==> config.mk <==
export PLATFORM = sky130hd
export DESIGN_NAME = ntt_mdc_sched
export DESIGN_NICKNAME = d
export VERILOG_FILES = /design/src/rtl/ntt_mdc_pkg.sv /design/src/rtl/ntt_job_tracker.sv /design/src/rtl/ntt_mdc_sched.sv
export SDC_FILE = /design/constraint.sdc
export NUM_CORES = 1
export LEC_CHECK = 0
export CAP_MARGIN = 20
export CORE_MARGIN = 1.5
export CORE_UTILIZATION = 60
export CTS_CLUSTER_DIAMETER = 40
export DETAILED_ROUTE_END_ITERATION = 10
export PLACE_DENSITY_LB_ADDON = 0.08
export SLEW_MARGIN = 20
export SYNTH_ARGS = -nofsm -noshare
export SYNTH_HDL_FRONTEND = slang
export SYNTH_SLANG_ARGS = --single-unit
==> constraint.sdc <==
create_clock -name clk -period 3.6 [get_ports clk]
set_clock_uncertainty 0.05 [all_clocks]
set_input_delay 0.36 -clock clk [delete_from_list [all_inputs] [get_ports clk]]
set_output_delay 0.36 -clock clk [all_outputs]
set_load 0.02 [all_outputs]
==> src/rtl/ntt_mdc_pkg.sv <==
// Shared types and elaboration-time helpers for the MDC NTT pipeline
// scheduler and stage wrappers.
package ntt_mdc_pkg;

    typedef enum logic [1:0] {
        IDLE  = 2'd0,
        LOAD  = 2'd1,
        DRAIN = 2'd2
    } sched_state_t;

    // Width of the free-running timestamp counter: wide enough that the
    // modular age of any in-flight job stays unambiguous.
    function automatic int ts_width(input int lat_fntt, input int lat_intt, input int half);
        int lat_max;
        lat_max = (lat_fntt > lat_intt) ? lat_fntt : lat_intt;
        return $clog2(lat_max + half) + 2;
    endfunction

    // Pipeline latency from per-stage delays; inverse mode adds the
    // divide-by-two register delay in every stage.
    function automatic int calc_lat(input int logn, input int stage_delay,
                                    input int div2_delay, input bit inv);
        return logn * stage_delay + (inv ? logn * div2_delay : 0);
    endfunction

endpackage

==> src/rtl/ntt_job_tracker.sv <==
// In-flight job tracker: timestamp FIFO of first-beat times plus the
// output window counter that frames out_valid/out_last at the pipeline tail.
module ntt_job_tracker
    import ntt_mdc_pkg::*;
#(
    parameter int HALF     = 128,
    parameter int LAT_FNTT = 64,
    parameter int LAT_INTT = 72,
    parameter int MAX_JOBS = 4,
    parameter int TS_W     = ts_width(LAT_FNTT, LAT_INTT, HALF),
    parameter int CNT_W    = $clog2(MAX_JOBS) + 1
) (
    input  logic             clk,
    input  logic             rst,
    input  logic             push,
    input  logic             intt,
    input  logic [TS_W-1:0]  now,
    output logic             out_valid,
    output logic             out_last,
    output logic [CNT_W-1:0] jobs_inflight
);

    localparam int PTR_W  = $clog2(MAX_JOBS);
    localparam int BEAT_W = $clog2(HALF);

    logic [TS_W-1:0]   ts_mem [MAX_JOBS];
    logic [PTR_W-1:0]  wr_ptr;
    logic [PTR_W-1:0]  rd_ptr;
    logic [CNT_W-1:0]  count;
    logic              win_active;
    logic [BEAT_W-1:0] win_cnt;
    logic [TS_W-1:0]   lat_sel;
    logic [TS_W-1:0]   age;
    logic              win_start;

    assign lat_sel       = intt ? TS_W'(LAT_INTT) : TS_W'(LAT_FNTT);
    assign age           = now - ts_mem[rd_ptr];
    assign win_start     = (count != '0) && !win_active && (age == lat_sel);
    assign out_valid     = win_active || win_start;
    assign out_last      = win_active && (win_cnt == BEAT_W'(HALF - 1));
    assign jobs_inflight = count;

    // Timestamp storage needs no reset; occupancy is tracked by count.
    always_ff @(posedge clk) begin
        if (push)
            ts_mem[wr_ptr] <= now;
    end

    // FIFO pointers, occupancy and the output window counter.
    always_ff @(posedge clk) begin
        if (!rst) begin
            wr_ptr     <= '0;
            rd_ptr     <= '0;
            count      <= '0;
            win_active <= 1'b0;
            win_cnt    <= '0;
        end else begin
            if (push)
                wr_ptr <= wr_ptr + 1'b1;
            if (out_last)
                rd_ptr <= rd_ptr + 1'b1;
            case ({push, out_last})
                2'b10:   count <= count + 1'b1;
                2'b01:   count <= count - 1'b1;
                default: ;
            endcase
            if (win_start) begin
                win_active <= 1'b1;
                win_cnt    <= BEAT_W'(1);
            end else if (win_active) begin
                if (win_cnt == BEAT_W'(HALF - 1)) begin
                    win_active <= 1'b0;
                    win_cnt    <= '0;
                end else begin
                    win_cnt <= win_cnt + 1'b1;
                end
            end
        end
    end

endmodule

==> src/rtl/ntt_mdc_sched.sv <==
// Job scheduler for the LOGN-stage MDC NTT pipeline: accepts jobs, gates
// the coefficient stream into stage 0, holds the pipeline mode constant
// while jobs are in flight and frames the tail output.
// Optional: define NTT_SCHED_PERF_EN for perf_jobs/perf_busy_cycles.
module ntt_mdc_sched
    import ntt_mdc_pkg::*;
#(
    parameter int LOGN     = 8,
    parameter int LAT_FNTT = 64,
    parameter int LAT_INTT = 72,
    parameter int MAX_JOBS = 4
) (
    input  logic                         clk,
    input  logic                         rst,
    input  logic                         job_valid,
    input  logic                         job_intt,
    output logic                         job_ready,
    input  logic                         in_valid,
    output logic                         in_ready,
    output logic                         stage_start,
    output logic                         intt,
    output logic                         out_valid,
    output logic                         out_last,
    output logic                         job_done,
    output logic                         busy,
    output logic [$clog2(MAX_JOBS):0]    jobs_inflight,
`ifdef NTT_SCHED_PERF_EN
    output logic [31:0]                  perf_jobs,
    output logic [31:0]                  perf_busy_cycles,
`endif
    output logic                         proto_err
);

    localparam int HALF   = 2 ** (LOGN - 1);
    localparam int BEAT_W = LOGN - 1;
    localparam int TS_W   = ts_width(LAT_FNTT, LAT_INTT, HALF);
    localparam int CNT_W  = $clog2(MAX_JOBS) + 1;

    sched_state_t      state;
    sched_state_t      state_nxt;
    logic [BEAT_W-1:0] beat_cnt;
    logic [TS_W-1:0]   now;
    logic              last_beat;
    logic              mode_ok;
    logic              accept;
    logic              push;

    assign last_beat   = (beat_cnt == BEAT_W'(HALF - 1));
    assign mode_ok     = (jobs_inflight < CNT_W'(MAX_JOBS)) &&
                         ((jobs_inflight == '0) || (job_intt == intt));
    assign stage_start = in_ready && in_valid;
    assign push        = stage_start && (beat_cnt == '0);
    assign busy        = (state != IDLE) || (jobs_inflight != '0);
    assign job_done    = out_last;

    // Next state and handshake outputs; a same-mode job may be accepted on
    // the last load beat so back-to-back jobs stream without a gap.
    always_comb begin
        state_nxt = state;
        job_ready = 1'b0;
        in_ready  = 1'b0;
        accept    = 1'b0;
        case (state)
            IDLE: begin
                job_ready = mode_ok;
                if (job_valid && mode_ok) begin
                    accept    = 1'b1;
                    state_nxt = LOAD;
                end else if (job_valid && (jobs_inflight != '0) && (job_intt != intt)) begin
                    state_nxt = DRAIN;
                end
            end
            LOAD: begin
                in_ready = 1'b1;
                if (in_valid && last_beat) begin
                    job_ready = mode_ok;
                    if (job_valid && mode_ok)
                        accept = 1'b1;
                    else
                        state_nxt = IDLE;
                end
            end
            DRAIN: begin
                if (jobs_inflight == '0)
                    state_nxt = IDLE;
            end
            default: state_nxt = IDLE;
        endcase
        if (!rst) begin
            job_ready = 1'b0;
            in_ready  = 1'b0;
            accept    = 1'b0;
        end
    end

    // State register, beat counter, timestamp clock, mode and sticky error.
    always_ff @(posedge clk) begin
        if (!rst) begin
            state     <= IDLE;
            beat_cnt  <= '0;
            now       <= '0;
            intt      <= 1'b0;
            proto_err <= 1'b0;
        end else begin
            state <= state_nxt;
            now   <= now + 1'b1;
            if (accept)
                intt <= job_intt;
            if (stage_start)
                beat_cnt <= last_beat ? '0 : beat_cnt + 1'b1;
            if ((state == LOAD) && !in_valid)
                proto_err <= 1'b1;
        end
    end

    ntt_job_tracker #(
        .HALF     (HALF),
        .LAT_FNTT (LAT_FNTT),
        .LAT_INTT (LAT_INTT),
        .MAX_JOBS (MAX_JOBS),
        .TS_W     (TS_W),
        .CNT_W    (CNT_W)
    ) u_tracker (
        .clk           (clk),
        .rst           (rst),
        .push          (push),
        .intt          (intt),
        .now           (now),
        .out_valid     (out_valid),
        .out_last      (out_last),
        .jobs_inflight (jobs_inflight)
    );

`ifdef NTT_SCHED_PERF_EN
    // Saturating counters of completed jobs and busy cycles.
    always_ff @(posedge clk) begin
        if (!rst) begin
            perf_jobs        <= '0;
            perf_busy_cycles <= '0;
        end else begin
            if (out_last && (perf_jobs != '1))
                perf_jobs <= perf_jobs + 1'b1;
            if (busy && (perf_busy_cycles != '1))
                perf_busy_cycles <= perf_busy_cycles + 1'b1;
        end
    end
`endif

endmodule

# ---- Yosys cells after proc, flatten, opt, wreduce, memory -nomap -nowiden
# Memory sizes are Yosys's and may differ from the RTL's. A register that Yosys moved wholly into a read port is not among the register bits.
# Cells that the tools add are included.
dict set report totals {
  reg_bits 36
  ramBits 40
  inputBits 5
  out_inout_bits 12
  word_cells 88
  n_memories 1
}
# name words width read_ports rd_ports_with_merged_regs wr line_no
set mem_list {}
lappend mem_list {u_tracker.ts_mem 4 10 1 1 1 ntt_job_tracker.sv:26} ;# logic [TS_W-1:0] ts_mem [MAX_JOBS];
dict set report classes {
  addsub 8
  order_cmp 1
  eq_ne 13
  muxes 28
  n_bitwise 1
  n_reduce_logical 25
}
# cell count
set op_table {}
lappend op_table {{adder 7 x 1 -> 7 bit (second input constant)} 2}
lappend op_table {{== test 7 bit (second input constant)} 2}
lappend op_table {{two-way mux 1 bit} 14}
lappend op_table {{two-way mux 2 bit} 7}
lappend op_table {{two-way mux 7 bit} 2}
lappend op_table {{logical AND 1 bit} 11}
lappend op_table {{adder 10 x 1 -> 10 bit (second input constant)} 1}
lappend op_table {{== test 10 bit} 1}
lappend op_table {{subtractor 10 bit} 1}
lappend op_table {{zero test 7 bit} 1}
lappend op_table {{!= test 2 bit (second input constant)} 3}
lappend op_table {{one-hot mux 2 bit (3 select lines)} 1}
lappend op_table {{one-hot mux 3 bit (2 select lines)} 1}
lappend op_table {{nonzero test 2 bit} 3}
lappend op_table {{adder 2 x 1 -> 2 bit (second input constant)} 2}
lappend op_table {{== test 2 x 1 -> 1 bit (second input constant)} 2}
lappend op_table {{== test 2 bit (second input constant)} 2}
lappend op_table {{two-way mux 4 bit} 1}
lappend op_table {{one-hot mux 1 bit (2 select lines)} 2}
lappend op_table {{AND reduction 4 bit} 1}
lappend op_table {{adder 3 x 1 -> 3 bit (second input constant)} 1}
lappend op_table {{zero test 3 bit} 1}
lappend op_table {{logical OR 1 bit} 3}
lappend op_table {{less-than comparator 3 bit (second input constant)} 1}
lappend op_table {{9 further kinds} 10}

# ---- Longest topological paths before layout
dict set report logic_depth {
  word_depth 8
  ltp_mapped 13
}

# ---- Hierarchy
# From an unflattened synthesis, not the netlist that was laid out.
dict set report hier_totals {
  cells_unflattened 326
  area_unflattened_um2 3747.3
}
# mod n_inst cells_per_inst area_per_inst_um2 seq_area_each_um2
set by_module_without_submodules {}
lappend by_module_without_submodules {ntt_job_tracker 1 221 2802.7 1541.5}
lappend by_module_without_submodules {ntt_mdc_sched 1 105 944.7 420.4}

# ---- Worst setup path before layout
# Ideal clock, no wire load.
dict set report synth_timing {
  path_type {reg2out}
  start {register with a tool-made name}
  end {output port out_valid}
  arrival_time_ps 2704
  slack_ps 486
  path_stages_with_launch 12
  cell_sequence {dfxtp_1 > buf_6 > mux4_1 > inv_1 > ha_1 > clkbuf_2 > a21o_1 > a31o_2 > or2_2 > o211ai_1 > o2111a_1 > or2_1}
}
# item line_no
set synth_lines {}
lappend synth_lines {{to (decl)} ntt_mdc_sched.sv:22} ;# output logic out_valid,

==> flow_summary.toml <==
[drt]
drc = 0
viasPerCell = 5.738
vias = 2565
drtIter0Drc = 128
wl_per_cell_um = 16.23
drtPass1Iterations = 4
route.antenna.remaining_nets = 0
wl_um = 7256

[layout]
utilization_pct = 73.95
nets = 392
n_fill_cell = 405
fin_cells = 447
final_cell_mix = "edfxtp_1 (40), dfxtp_1 (37), nand2_1 (24)"
antenna_cells = 0
area_growth_pct = 16.72
final_common_cell = "edfxtp_1"
drive_gt1_share_pct = 15.59
final_cell_area_um2 = 4482

[sta]
rsz0062_at_grt = "yes"
max_freq_ghz = 0.2883
worstMarginPinSlew_ns = 0.5135
relSlewSlack_pct = 65.77
setup_violations = 0
slew_violations = 0
hold_viol = 0
period_share_pct = 96.34
fin_crit_ns = 3.468
tns_ns = 0

[logic_synthesis]
yosys_most_used_dff = "edfxtp_1"
netlist_area_um2 = 3840
synthesis.nets = 355
synthCells = 330
synth_cell_types = 54
synth-seq-cells = 78
yosysWarnings = 0
synthArstFlopShare_pct = 0
synth-edff-count = 40
syn_area_per_cell_um2 = 11.64
ys_seq_area_share_pct = 51.09

[outcome]
outcome = "complete, no violations"

[place]
numPortBuffers = 16
place_area_um2 = 4174
gp_congestion = 0.8444
dp_hpwl_um = 5104
dp.cells = 427

[job]
drv_cap = 0

[floorplan]
std_cell_rows = 28
start_util_pct = 63.36
die_area_um2 = 6889
die_y_um = 83
io-pin-count = 17
die_w_um = 83
coreArea_um2 = 6061

[setup_path]
cp-start-kind = "flop"
end_kind = "output pin"
critPathArrivalTime_ns = 3.06
cp_slowest_cell = "mux4_1"
crit_required_ns = 3.19
path_class = "flop to output pin"
cp_max_fo = 5
critPathTopFamily = "compound AO/OA/AOI/OAI gates"
crit_buf_inv = 2
critPathMaxStageDelay_ns = 0.55
path_cells = "clkbuf_16, mux4_1, ha_1, nand2_1, a2111oi_1, o211ai_1, a211oi_2, o2111a_1, or2_1, buf_6"

[grt]
grt_pass1_vias = 2492
grtUsageTotal_pct = 21.80
grt_overflow = 0
grt_pass1_wl_um = 11810
antenna_found_initial = 0
grt_max_degree = 35

[clock_tree]
worst_setup_hold_path_clk_slew_ns = 0.08
cts_hold_buf = 0
h-tree-depth = 3
cts.path.max_buffers = 2
numCtsBuffers = 9
cts_tree = "done"
clk_latency_ns = 0.35
root_buffer = "clkbuf_8"
cts_sinks = 78

[power]
ir_worst_vdd_v = 0.0003981
cellPowerDensity_nw_per_um2 = 400.7
p_leak_nw = 1.738

[hold_path]
hold_path.class = "flop to flop"
## metal layers
| metal | vias up | share of wire, % | global-route usage [%] | wire length, µm |
|---|---|---|---|---|
| met1 | 1229 | 47 | 30.95 | 3400 |
| met3 | 10 | 4.8 | 5.268 | 345 |
| met5 | - | 0 | 0 | 0 |
| met2 | 57 | 47 | 33.41 | 3441 |
| li1 | 1269 | - | - | - |
| met4 | 0 | 0.95 | 6.818 | 69 |
## power breakdown
part | internal (mW) | switching [mW]
sequential | 0.938 | 0.0131
combinational | 0.0507 | 0.0558
clock | 0.400 | 0.338
## worst min-delay path: cells and delay by family (launching register included)
family,cells,cell delay [ns]
AND/OR/NAND/NOR,1,0.06
flip-flops,1,0.34
AO/OA/AOI/OAI,1,0.06
## path summary, 6_finish.rpt
kind	cells after the start	slack, ns	from	to
setup reg to reg	13	0.66	flop	u_tracker.win_cnt[5]
hold / removal	2	0.46	beat_cnt[1]	beat_cnt[1]
setup / recovery	10	0.13	flop	out_valid
hold reg to reg	2	0.46	beat_cnt[1]	beat_cnt[1]
## cell usage after synthesis (all sizes together) (5+ instances only)
library cell,n,share of area (%)
and3,10,1.8
xor2,7,1.6
inv,22,2.2
ha,19,6.2
nand4,7,1.1
and2,22,3.6
nor3,5,0.65
clkbuf,7,0.75
nand3,9,1.2
a21boi,6,1.2
dfxtp,38,20
nor2b,10,1.6
edfxtp,40,31
nand2,24,2.3
xnor2,19,4.3
a21oi,10,1.3
nor2,12,1.2
mux4,10,6.7
o21ai,6,0.78
## stage by stage
stage               power (mW)  setup WS, ns  hold WS (ns)
floorplan                1.035        0.4859        0.4157
detailed placement       1.076       -0.1484        0.4372
CTS                      1.804      0.004899        0.4503
finish                   1.796        0.1317        0.4561
global route             1.864      -0.08514        0.4813
global placement         1.073       0.01424        0.4275
## state kept, by name, summed over array words and instances, names as in the netlist, named ones only
register	flops
u_tracker.win_cnt	7
state	2
u_tracker.wr_ptr	2
u_tracker.win_active	1
u_tracker.ts_mem	40
u_tracker.jobs_inflight	3
intt	1
beat_cnt	7
now	10
proto_err	1
u_tracker.rd_ptr	2
## kinds of logic after synthesis
group	count (synthesis)	share of synthesized area (%)
AO/OA/AOI/OAI	43	7.853
XOR/XNOR	26	5.930
adder cells (fa/ha/maj)	21	6.973
buffers and inverters	32	3.519
flip-flops	78	51.09
multiplexers	14	7.820
AND/OR/NAND/NOR	116	16.81
## what timing repair did
item,in CTS,in global routing
cloned,0,1
pin swaps,3,6
endpoints found under the setup margin,1,1
gates resized for setup,6,16
setup buffers,1,2
## area by class of cell
type                            count  area (µm²)  share of cell area [%]
Tap cell                           75       93.84                   2.094
Inverter                           22       82.58                   1.843
Clock buffer                        9       123.9                   2.764
Clock inverter                      7       102.6                   2.289
Sequential cell                    78        1966                   43.86
Timing Repair Buffer               36       341.6                   7.621
Multi-Input combinational cell    220        1772                   39.53
No activity file was read; power rests on OpenSTA's default activity.
